### src/rtl/adder_sequencer_pkg.sv
// Shared definitions for the adder_sequencer slice: FSM state encoding,
// operation codes and the byte width of the shared adder stage.
package emu_pkg;

  localparam int unsigned BYTE_W = 8;

  localparam logic OP_ADD = 1'b0;
  localparam logic OP_SUB = 1'b1;

  typedef enum logic [1:0] {
    IDLE = 2'd0,
    RUN  = 2'd1,
    DONE = 2'd2
  } state_t;

endpackage

### src/rtl/adder_sequencer_byte_add_stage.sv
// byte_add_stage: purely combinational 8-bit adder with carry-in.
// Ports:
//   a, b  in  8  operand bytes
//   cin   in  1  carry into bit 0
//   s     out 8  sum byte
//   cout  out 1  carry out of bit 7
//   c7    out 1  carry into bit 7 (used for two's-complement overflow)
module byte_add_stage
  import emu_pkg::*;
(
  input  logic [BYTE_W-1:0] a,
  input  logic [BYTE_W-1:0] b,
  input  logic              cin,
  output logic [BYTE_W-1:0] s,
  output logic              cout,
  output logic              c7
);

  logic [BYTE_W:0] w_full;

  assign w_full = {1'b0, a} + {1'b0, b} + {{BYTE_W{1'b0}}, cin};
  assign s      = w_full[BYTE_W-1:0];
  assign cout   = w_full[BYTE_W];
  // Sum bit 7 = a7 ^ b7 ^ c7, so the carry into bit 7 falls out directly.
  assign c7     = w_full[BYTE_W-1] ^ a[BYTE_W-1] ^ b[BYTE_W-1];

endmodule

### src/rtl/adder_sequencer.sv
// adder_sequencer: multi-byte add/subtract sequencer. Two requesters share one
// 8-bit adder stage under round-robin arbitration; operands are processed one
// byte per cycle, LSB first, with the carry chained through a register.
// Optional feature macro: ADDSEQ_SUB_EN (when undefined, reqN_op is ignored and
// every operation is an add with carry-in 0).
// Ports:
//   clk, rst_n                 clock, asynchronous active-low reset
//   reqN_valid/ready           request handshake (ready is combinational, IDLE only)
//   reqN_a, reqN_b, reqN_op    W-bit operands, 0 = add, 1 = subtract (A-B)
//   res_valid/res_ready        result handshake
//   res_sum, res_cout, res_ovf W-bit result, carry out, signed overflow
//   res_id                     requester that owns the result
module adder_sequencer
  import emu_pkg::*;
#(
  parameter int unsigned NBYTES = 2
) (
  input  logic                   clk,
  input  logic                   rst_n,
  input  logic                   req0_valid,
  output logic                   req0_ready,
  input  logic [8*NBYTES-1:0]    req0_a,
  input  logic [8*NBYTES-1:0]    req0_b,
  input  logic                   req0_op,
  input  logic                   req1_valid,
  output logic                   req1_ready,
  input  logic [8*NBYTES-1:0]    req1_a,
  input  logic [8*NBYTES-1:0]    req1_b,
  input  logic                   req1_op,
  output logic                   res_valid,
  input  logic                   res_ready,
  output logic [8*NBYTES-1:0]    res_sum,
  output logic                   res_cout,
  output logic                   res_ovf,
  output logic                   res_id
);

  localparam int unsigned W    = BYTE_W * NBYTES;
  localparam int unsigned IDXW = (NBYTES > 1) ? $clog2(NBYTES) : 1;
  localparam logic [IDXW-1:0] LAST_IDX = IDXW'(NBYTES - 1);

  state_t          r_state;
  logic            r_ptr;
  logic [W-1:0]    r_a;
  logic [W-1:0]    r_b;
  logic [W-1:0]    r_sum;
  logic [IDXW-1:0] r_idx;
  logic            r_carry;
  logic            r_cout;
  logic            r_ovf;
  logic            r_id;
  logic            r_valid;

  logic              w_gnt_id;
  logic [BYTE_W-1:0] w_a_byte;
  logic [BYTE_W-1:0] w_b_raw;
  logic [BYTE_W-1:0] w_b_byte;
  logic [BYTE_W-1:0] w_s;
  logic              w_cout;
  logic              w_c7;

  // Grant pointer names the requester preferred on a tie; a lone request wins.
  always_comb begin
    w_gnt_id = req1_valid;
    if (req0_valid && req1_valid) begin
      w_gnt_id = r_ptr;
    end
  end

  assign req0_ready = rst_n && (r_state == IDLE) && req0_valid && !w_gnt_id;
  assign req1_ready = rst_n && (r_state == IDLE) && req1_valid &&  w_gnt_id;

  assign w_a_byte = r_a[int'(r_idx)*BYTE_W +: BYTE_W];
  assign w_b_raw  = r_b[int'(r_idx)*BYTE_W +: BYTE_W];

`ifdef ADDSEQ_SUB_EN
  logic r_op;
  logic w_sel_op;
  assign w_sel_op = w_gnt_id ? req1_op : req0_op;
  assign w_b_byte = (r_op == OP_SUB) ? ~w_b_raw : w_b_raw;
`else
  logic w_unused_op;
  assign w_unused_op = req0_op ^ req1_op;
  assign w_b_byte    = w_b_raw;
`endif

  byte_add_stage u_stage (
    .a    (w_a_byte),
    .b    (w_b_byte),
    .cin  (r_carry),
    .s    (w_s),
    .cout (w_cout),
    .c7   (w_c7)
  );

  always_ff @(posedge clk or negedge rst_n) begin
    if (!rst_n) begin
      r_state <= IDLE;
      r_ptr   <= 1'b0;
      r_a     <= '0;
      r_b     <= '0;
      r_sum   <= '0;
      r_idx   <= '0;
      r_carry <= 1'b0;
      r_cout  <= 1'b0;
      r_ovf   <= 1'b0;
      r_id    <= 1'b0;
      r_valid <= 1'b0;
`ifdef ADDSEQ_SUB_EN
      r_op    <= OP_ADD;
`endif
    end else begin
      case (r_state)
        IDLE: begin
          if (req0_valid || req1_valid) begin
            r_a     <= w_gnt_id ? req1_a : req0_a;
            r_b     <= w_gnt_id ? req1_b : req0_b;
            r_idx   <= '0;
            r_id    <= w_gnt_id;
            r_ptr   <= ~w_gnt_id;
`ifdef ADDSEQ_SUB_EN
            r_op    <= w_sel_op;
            r_carry <= w_sel_op;
`else
            r_carry <= 1'b0;
`endif
            r_state <= RUN;
          end
        end
        RUN: begin
          r_sum[int'(r_idx)*BYTE_W +: BYTE_W] <= w_s;
          r_carry <= w_cout;
          r_idx   <= r_idx + 1'b1;
          if (r_idx == LAST_IDX) begin
            r_cout  <= w_cout;
            r_ovf   <= w_c7 ^ w_cout;
            r_valid <= 1'b1;
            r_state <= DONE;
          end
        end
        DONE: begin
          if (res_ready) begin
            r_valid <= 1'b0;
            r_state <= IDLE;
          end
        end
        default: r_state <= IDLE;
      endcase
    end
  end

  assign res_valid = r_valid;
  assign res_sum   = r_sum;
  assign res_cout  = r_cout;
  assign res_ovf   = r_ovf;
  assign res_id    = r_id;

endmodule

### config.mk
export PLATFORM = sky130hd
export DESIGN_NAME = adder_sequencer
export DESIGN_NICKNAME = d
export VERILOG_FILES = /design/src/rtl/adder_sequencer_pkg.sv /design/src/rtl/adder_sequencer_byte_add_stage.sv /design/src/rtl/adder_sequencer.sv
export SDC_FILE = /design/constraint.sdc
export NUM_CORES = 1
export LEC_CHECK = 0
export CAP_MARGIN = 20
export CORE_ASPECT_RATIO = 0.9
export CORE_MARGIN = 3
export CORE_UTILIZATION = 45
export DETAILED_ROUTE_END_ITERATION = 10
export PLACE_DENSITY_LB_ADDON = 0.08
export SETUP_SLACK_MARGIN = 0.4
export SLEW_MARGIN = 20
export SYNTH_ARGS = -nofsm -noshare
export SYNTH_HDL_FRONTEND = slang
export SYNTH_SLANG_ARGS = --single-unit
### constraint.sdc
create_clock -name clk -period 5.5 [get_ports clk]
set_input_delay 0.825 -clock clk [delete_from_list [all_inputs] [get_ports clk]]
set_output_delay 0.825 -clock clk [all_outputs]
set_load 0.03 [all_outputs]
== Word-level counts from Yosys, hierarchy flattened ==
Index checks and enable logic that the tools add are counted.

* Eq/ne operators: 5
* Reduce and logical (&&, ||, !) cells: 16
* Bitwise gates (word level): 4
* Multiplexer cells: 14
* Add/sub/neg operators: 4
* Shift-type cells: 4

{| class="wikitable"
|+ Operators with widths
! cell !! count
|-
| $neg A4 Y34 || 1
|-
| $shift A8 B34 Y16 const A || 1
|-
| $shiftx A8 B34 Y16 || 1
|-
| $mux W16 || 2
|-
| $shiftx A16 B5 Y8 || 2
|-
| $bwmux W16 || 1
|-
| $add A8 B8 Y9 || 1
|-
| $add A9 B1 Y9 || 1
|-
| $logic_and A1 B1 Y1 || 6
|-
| $mux W2 || 3
|-
| $pmux W1 S2 || 3
|-
| $pmux W2 S3 || 1
|-
| $reduce_and A2 Y1 || 3
|-
| $reduce_and A3 Y1 || 2
|-
| $mux W1 || 4
|-
| $ne A2 B2 Y1 const B || 2
|-
| $reduce_bool A2 Y1 || 2
|-
| $xor A1 B1 Y1 || 3
|-
| $eq A2 B1 Y1 const B || 1
|-
| $eq A2 B2 Y1 const B || 1
|-
| $logic_not A2 Y1 || 1
|-
| $ne A2 B1 Y1 const B || 1
|-
| $add A1 B1 Y1 const B || 1
|-
| $logic_not A1 Y1 || 1
|-
| other kinds (2) || 2
|}

* Output and inout port bits: 22
* Flip-flop bits (word level): 57

== Logic depth before layout (Yosys ltp) ==
* Word-level depth: 6
* Depth in mapped cells: 10
* Depth with buffers taken out: 9

== Modules after synthesis ==
A second synthesis with hierarchy kept.

* Cell total of the unflattened synthesis: 323
* Area, all modules: 3370.7 sq um

{| class="wikitable"
|+ Modules (own cells, without submodules)
! module !! seq. area each (sq um) !! cells an instance !! times used !! area each (sq um)
|-
| adder_sequencer || 1426.4 || 279 || 1 || 2994.1
|-
| byte_add_stage || 0.0 || 44 || 1 || 376.6
|}

== Least setup slack after synthesis ==
Ideal clock, no wire load.

* Kind: flip-flop to flip-flop
* Start: reg r_idx
* End: reg r_ovf (netlist: res_ovf)
* Data arrival time: 2683 ps
* Setup slack: 2690 ps
* Setup time: 127 ps
* Stages on the path, launching flop included: 11
* Period minus slack after synthesis: 2810 ps
* Cells stage by stage: dfrtp_1 -> buf_2 -> buf_1 -> mux2i_1 -> inv_1 -> ha_1 -> a211o_1 -> a2111oi_4 -> o221ai_2 -> mux2i_1 -> nand3_1

* Word-level cells in the longest chain between the ends: 6
* Elaborated cells between the ends (all ways): 8
* Classes of those cells: 2 x add/sub; 2 x shift; 3 x bitwise; 1 x reduce/logical

{| class="wikitable"
|+ Ends and longest elaborated chain
! element !! line !! source
|-
| from (decl) || adder_sequencer.sv:47 || <nowiki>logic [IDXW-1:0] r_idx;</nowiki>
|-
| from (signal assigned) || adder_sequencer.sv:133 || <nowiki>r_idx <= r_idx + 1'b1;</nowiki>
|-
| $shiftx A16 B5 Y8, on equally long branches || adder_sequencer.sv:73, adder_sequencer.sv:74 ||
|-
| $add A8 B8 Y9 || adder_sequencer_byte_add_stage.sv:21 || <nowiki>assign w_full = {1'b0, a} + {1'b0, b} + {{BYTE_W{1'b0}}, cin};</nowiki>
|-
| $add A9 B1 Y9 || adder_sequencer_byte_add_stage.sv:21 ||
|-
| $xor A1 B1 Y1 (2 in series) || adder_sequencer_byte_add_stage.sv:25 || <nowiki>assign c7 = w_full[BYTE_W-1] ^ a[BYTE_W-1] ^ b[BYTE_W-1];</nowiki>
|-
| $xor A1 B1 Y1 || adder_sequencer.sv:136 || <nowiki>r_ovf <= w_c7 ^ w_cout;</nowiki>
|-
| to (signal assigned) || adder_sequencer.sv:136 ||
|-
| to (decl) || adder_sequencer.sv:50 || <nowiki>logic r_ovf;</nowiki>
|}

Several ways; a longest one is shown, not always the timed one.
A chain may end at the register's enable or synchronous reset.

== Worst setup path in the final report ==
* Start: in req0_valid
* End: out req1_ready

* Word-level cells in the longest chain between the ends: 3

{| class="wikitable"
|+ Ends and longest elaborated chain
! element !! line !! source
|-
| from (decl) || adder_sequencer.sv:20 || <nowiki>input logic req0_valid,</nowiki>
|-
| $logic_and A1 B1 Y1 || adder_sequencer.sv:65 || <nowiki>if (req0_valid && req1_valid) begin</nowiki>
|-
| $mux W1 || adder_sequencer.sv:65 ||
|-
| $logic_and A1 B1 Y1 || adder_sequencer.sv:71 || <nowiki>assign req1_ready = rst_n && (r_state == IDLE) && req1_valid && w_gnt_id;</nowiki>
|-
| to (decl) || adder_sequencer.sv:26 || <nowiki>output logic req1_ready,</nowiki>
|}

No other way between the ends.

==> run_results.csv <==
group,metric,value,unit
routing,num_vias,2464,
logic_synthesis,synth_edf_count,0,
worst_hold_path,hp-class,"flop to flop",
logic_synthesis,synth-seq-cells,57,
pwr,clkPwrFrac,0.144,
cts,cts_inserted_buffers,9,
critical_path,worst_setup_path_start_kind,"input pin",
timing,worstMarginPinSlew,892.4,ps
grt,grt_use_met3,0.06250,
logic_synthesis,synth.area.mux_share,0.08276,
timing,worst_hold_slack,476.6,ps
timing,finClkSkew,8.918,ps
cts,cts.path.max_buffers,2,
logic_synthesis,synth_compound_area_frac,0.2293,
logic_synthesis,synthTopCellsByArea,"dfrtp_1, a222oi_1, mux2_2, inv_1, ha_1",
logic_synthesis,yosys.area.top_type,"dfrtp_1",
pwr,ir_drop,415.8,uV
grt,top_usage_layer,"met2",
cts,postCtsSetupBuffers,0,
placed_design,place_congestion,0.7955,
logic_synthesis,synth_adder_area_share,0.04397,
routing,vias_per_cell,5.500,
finish,num_antenna_cells,0,
placed_design,place_area,3880,um^2
cts,clkSinkCount,57,
critical_path,arrival,2900,ps
routing,postRouteAntennaNets,0,
floorplanning,die-height,82.20,um
logic_synthesis,synthFlopType,"dfrtp_1",
cts,cts_hold_buf,0,
pwr,power_density,698.3,nW/um^2
logic_synthesis,yosysUniqueCellTypes,37,
logic_synthesis,synth.most_common_cell,"dfrtp_1",
floorplanning,io_pins,93,
pwr,p_int,1.638,mW
cts,clk_pin_slew,70,ps
grt,use_met2,0.3642,
logic_synthesis,synth_common_cells,"dfrtp_1, inv_1, a222oi_1, nand2_1",
grt,antenna_found_initial,0,
grt,grt-ovfl-total,0,
logic_synthesis,yosys.area_share.simple,0.06293,
grt,met1_usage,0.2507,
logic_synthesis,syn-num-nets,348,
cts,insertion_delay,340,ps
floorplanning,rows,27,
finish,drive_gt1_frac,0.1330,
finish,num-nets-final,436,
grt,grt_pass1_wl,12080,um
timing,relSlewSlack,0.4051,
logic_synthesis,synthCells,268,
floorplanning,coreArea,6182,um^2
logic_synthesis,synth_top_cell_area_share,0.4914,
timing,post-route-period-util,0.6779,
grt,track_usage,0.2074,
timing,tns,0,ps
timing,timing.final.crit_period,3728,ps
cts,cts_root_buf,"clkbuf_8",
finish,final_core_util,0.6624,
job,max-cap-violations,0,
critical_path,crit_required,4680,ps
cts,cts_tree,"built",
pwr,switching_power,1.222,mW
pwr,pwr-share-comb,0.586,
routing,wirelength,7235,um
timing,finalSetupViolations,0,
critical_path,end_kind,"primary output",
pwr,p_total,2.860,mW
finish,synthToLayoutAreaGrowth,41.08,%
routing,drc,0,
logic_synthesis,netlist_area,2903,um^2
logic_synthesis,synth_top_family_by_area,"compound AO/OA/AOI/OAI gates",
timing,max_clock_freq,0.2682,GHz
run_status,status,"finished clean",
floorplanning,die_area,7452,um^2
grt,grt_pass1_vias,2540,
pwr,p_seq_frac,0.271,
pwr,p_leak,1.900,nW
critical_path,cp_max_fo,34,
cts,cts_resized,0,
routing,drtPass1Iterations,10,
logic_synthesis,synth_xor_area_frac,0.01509,
floorplanning,fp.dieW,90.66,um
critical_path,path_class,"input pin to primary output",
timing,grt_setup_unrepaired,"no",
cts,h-tree-depth,3,
logic_synthesis,yosysWarningCount,0,
timing,final-hold-violation-count,0,
routing,initialDrtViolationCount,222,
placed_design,portBuffers,90,
logic_synthesis,yosysSeqAreaShare,0.4914,
grt,grt_max_degree,58,
pwr,p_sw_frac,0.4272,
logic_synthesis,synth.avg_cell_area,10.83,um^2
floorplanning,start_util,0.4695,
routing,routedWlPerCell,16.15,um
placed_design,hpwlAfterDp,5241,um
finish,final_area,4095,um^2
logic_synthesis,ys_async_sr_fraction,1.000,
timing,drv_slew,0,
==> critical path, cell delays in order <==
cell,delay [ps]
clkdlybuf4s50_1,460
inv_1,80
o21ai_0,160
nor3_4,150
buf_4,360
and2_1,180
clkdlybuf4s50_1,660
==> layout make-up <==
cell class / instances / area [um^2]
clock inverters: 4 / 50.05
clock buffers: 12 / 165.2
repair buffers: 94 / 925.9
fillers: 504 / 2087
well taps: 87 / 108.9
multi-input cells: 155 / 1272
inverters: 39 / 146.4
flip-flops and latches: 57 / 1426
==> placed cells by master, fill, tap and decap left out, drive strengths merged, types with 3 or more instances in the layout <==
master and count:
a21oi 6, clkbuf 12, buf 5, a211oi 3
ha 7, xor2 4, mux2 16, inv 39
or2 3, nand3 5, dfrtp 57, o31ai 3
a222oi 32, o21a 6, mux2i 6, clkdlybuf4s50 89
a21o 4, nand2 18, o211a 3, o21ai 17
nor2 5
==> power groups by stage <==
stage	logic (mW)	registers, mW	clock network, mW
after floorplan	1.11	0.860	0
after global placement	1.64	0.774	0
after detailed placement	1.68	0.783	0
after CTS	1.69	0.777	0.419
after global routing	1.86	0.801	0.436
final	1.67	0.774	0.411
==> state kept, by name, summed over array words and instances, names as in the netlist <==
name,flops
res_valid,1
r_idx,1
r_a,16
res_ovf,1
r_state,2
r_b,16
r_carry,1
res_cout,1
res_sum,16
res_id,1
r_ptr,1
==> stage by stage <==
step	worst slack (ps)	cells
2_1_floorplan	2690	268
3_3_place_gp	1820	432
3_5_place_dp	1782	432
4_1_cts	1761	448
5_1_grt	1665	448
6_report	1772	448
==> routing by layer <==
metal | vias to the layer above | routed length [um]
li1 | 1176 | -
met1 | 1200 | 3068
met2 | 81 | 3687
met3 | 7 | 423
met4 | 0 | 55
met5 | - | 0
==> final timing paths <==
check	from	to	slack [ps]	depth (start not counted)
max	req0_valid	req1_ready	1770	7
min in group asynchronous	rst_n	r_b[14]	680	2
min reg2reg	res_sum[9]	res_sum[9]	480	2
max in group asynchronous	rst_n	r_a[13]	4350	2
max reg2reg	r_idx	res_sum[14]	2310	9
min	res_sum[9]	res_sum[9]	480	2
==> kinds of logic (layout without fill, tap and decap cells) <==
| kind of cell | Yosys count | in the layout |
|---|---|---|
| compound gates | 80 | 80 |
| xor+xnor | 5 | 5 |
| fa+ha+maj | 9 | 9 |
| buf+inv | 56 | 149 |
| flops | 57 | 57 |
| mux | 22 | 22 |
| simple gates | 39 | 39 |
No activity file was read; power rests on OpenSTA's default activity.
==> RTL edit (same flow settings) <==
The option `ADDSEQ_SUB_EN` is turned on by a define.
--- a/src/rtl/adder_sequencer.sv
+++ b/src/rtl/adder_sequencer.sv
@@ -10,6 +10,8 @@
 //   res_valid/res_ready        result handshake
 //   res_sum, res_cout, res_ovf W-bit result, carry out, signed overflow
 //   res_id                     requester that owns the result
+`define ADDSEQ_SUB_EN
+
 module adder_sequencer
   import emu_pkg::*;
 #(
Behaviour: not the same (a bounded check fails within 4 cycles, from zero or initial values and one cycle with rst_n low).
==> RTL edit against the original RTL <==
Sequential share of layout area hardly changed; maximum frequency is 5.6% higher; cell area is 1.7% higher; clock skew is 0.0037 ns higher; largest power group unchanged; power is 8.5% higher; worst setup slack better by 0.20 ns; wire length is 2.1% lower; combinational power is 7% higher; non-clock buffer count is 2 higher; synthesized area is 0.86% higher; core utilization is 0.79 points higher; sequential power is 6.1% higher; first-iteration DRC count is 7.2% lower; sequential cell count is 1 higher.
==> RTL edit: results (changes against the original RTL) <==
* Status: complete, no violations (unchanged)
* Clock share of power at 15.7% (was 14.4%)
* Bufs w/o clock at 96 (was 94)
* M1 WL at 3240 µm (was 3068 µm)
* First-pass GRT wire length at 11720 µm (was 12080 µm)
* Peak supply drop at 0.2937 mV (was 0.4158 mV)
* Met3 Usage GRT at 5.344% (was 6.250%)
* Vias in the first global route at 2453 (was 2540)
* Syn Nets at 350 (was 348)
* Starting DRT DRC Count at 206 (was 222)
* Synth top cells by count: dfrtp_1, inv_1, a222oi_1, nand2_1, o21ai_0 (was dfrtp_1, inv_1, a222oi_1, nand2_1)
* Switch Pwr at 1297 µW (was 1222 µW)
* Clock network area share at 6.036% (was 5.255%)
* GR Util All Layers at 20.31% (was 20.74%)
* Routed wl met2 at 3302 µm (was 3687 µm)
* Combinational power share at 57.8% (was 58.6%)
* Worst-path maximum fanout at 35 (was 34)
* Distinct cell type count after synthesis at 32 (was 37)
* Hold path startpoint: res_sum[10] (was res_sum[9])
* Multi-input combinational area share at 30.48% (was 31.07%)
* Worst hold endpoint: res_sum[10] (was res_sum[9])
* FF-to-FF path depth at 10 (was 9)
* Gp weighted congestion at 0.8240 (was 0.7955)
* Synth area leaders: dfrtp_1, a222oi_1, inv_1, xnor2_1, o21ai_0 (was dfrtp_1, a222oi_1, mux2_2, inv_1, ha_1)
* # nets final at 439 (was 436)
* FF-to-FF End: res_ovf (was res_sum[14])
* Largest net degree at the start of global routing at 61 (was 58)
* WP data arrival at 2.70 ns (was 2.90 ns)
* Non-clock inverter total of the final layout at 37 (was 39)
* Metal3 WL at 472 µm (was 423 µm)
* Port buffer count at 92 (was 90)
* Worst hold slack at 0.4775 ns (was 0.4766 ns)
* Ratio of cells with drive above 1 in the final layout at 9.890% (was 13.30%)
* FF+latch count at 58 (was 57)
* Multi-input gates at 157 (was 155)
* Clkbuf count at 11 (was 12)
* Clk_skew at 0.01261 ns (was 0.008918 ns)
RTL edit: changes by cell type after synthesis, moves of 4 or more:
cell	unedited run	this run
xnor2_1	1	13
mux2_2	16	9
nand3_1	5	0
mux2i_1	6	10
nand2_1	18	22
o21ai_0	16	21
o21a_1	6	2
nand2b_1	0	5
RTL edit: worst max-delay path, stage by stage:
cell	delay [ns]
clkdlybuf4s50_1	0.52
and3_1	0.16
buf_4	0.34
and2_1	0.18
clkdlybuf4s50_1	0.66
RTL edit: per-stage QoR:
| step | instances | area, µm² | utilization, % | setup WS (ns) | total power (µW) |
|---|---|---|---|---|---|
| floorplan | 270 | 2928 | - | 2.841 | 2132 |
| global placement | 435 | 3915 | 62.98 | 1.980 | 2595 |
| detailed placement | 435 | 3915 | 62.98 | 1.967 | 2635 |
| CTS | 451 | 4167 | 67.03 | 1.958 | 3137 |
| global route | 451 | 4167 | 67.03 | 1.903 | 3390 |
| finish | 451 | 4167 | 67.03 | 1.970 | 3103 |
RTL edit: how the worst max path moves through the flow:
stage	from	end	cells after the start	slack (ns)
6_report	req1_valid	req1_ready	5	1.97
5_1_grt	req0_valid	req1_ready	6	1.90
4_1_cts	req0_valid	req1_ready	6	1.96
3_5_place_dp	req0_valid	req1_ready	6	1.97
3_3_place_gp	req1_valid	req1_ready	5	1.98
2_1_floorplan	req0_valid	req1_ready	5	2.84
RTL edit: cells by family (layout without fill, tap and decap cells):
| group | Yosys count | count (layout) | share of synthesized area, % |
|---|---|---|---|
| AOI/OAI and AO/OA | 73 | 73 | 20.13 |
| DFF | 58 | 58 | 49.57 |
| buffers and inverters | 55 | 149 | 7.308 |
| and+or+nand+nor | 38 | 38 | 6.111 |
| muxes | 19 | 19 | 6.881 |
| xor gates and xnor gates | 18 | 18 | 5.641 |
| adders and majority gates | 9 | 9 | 4.359 |
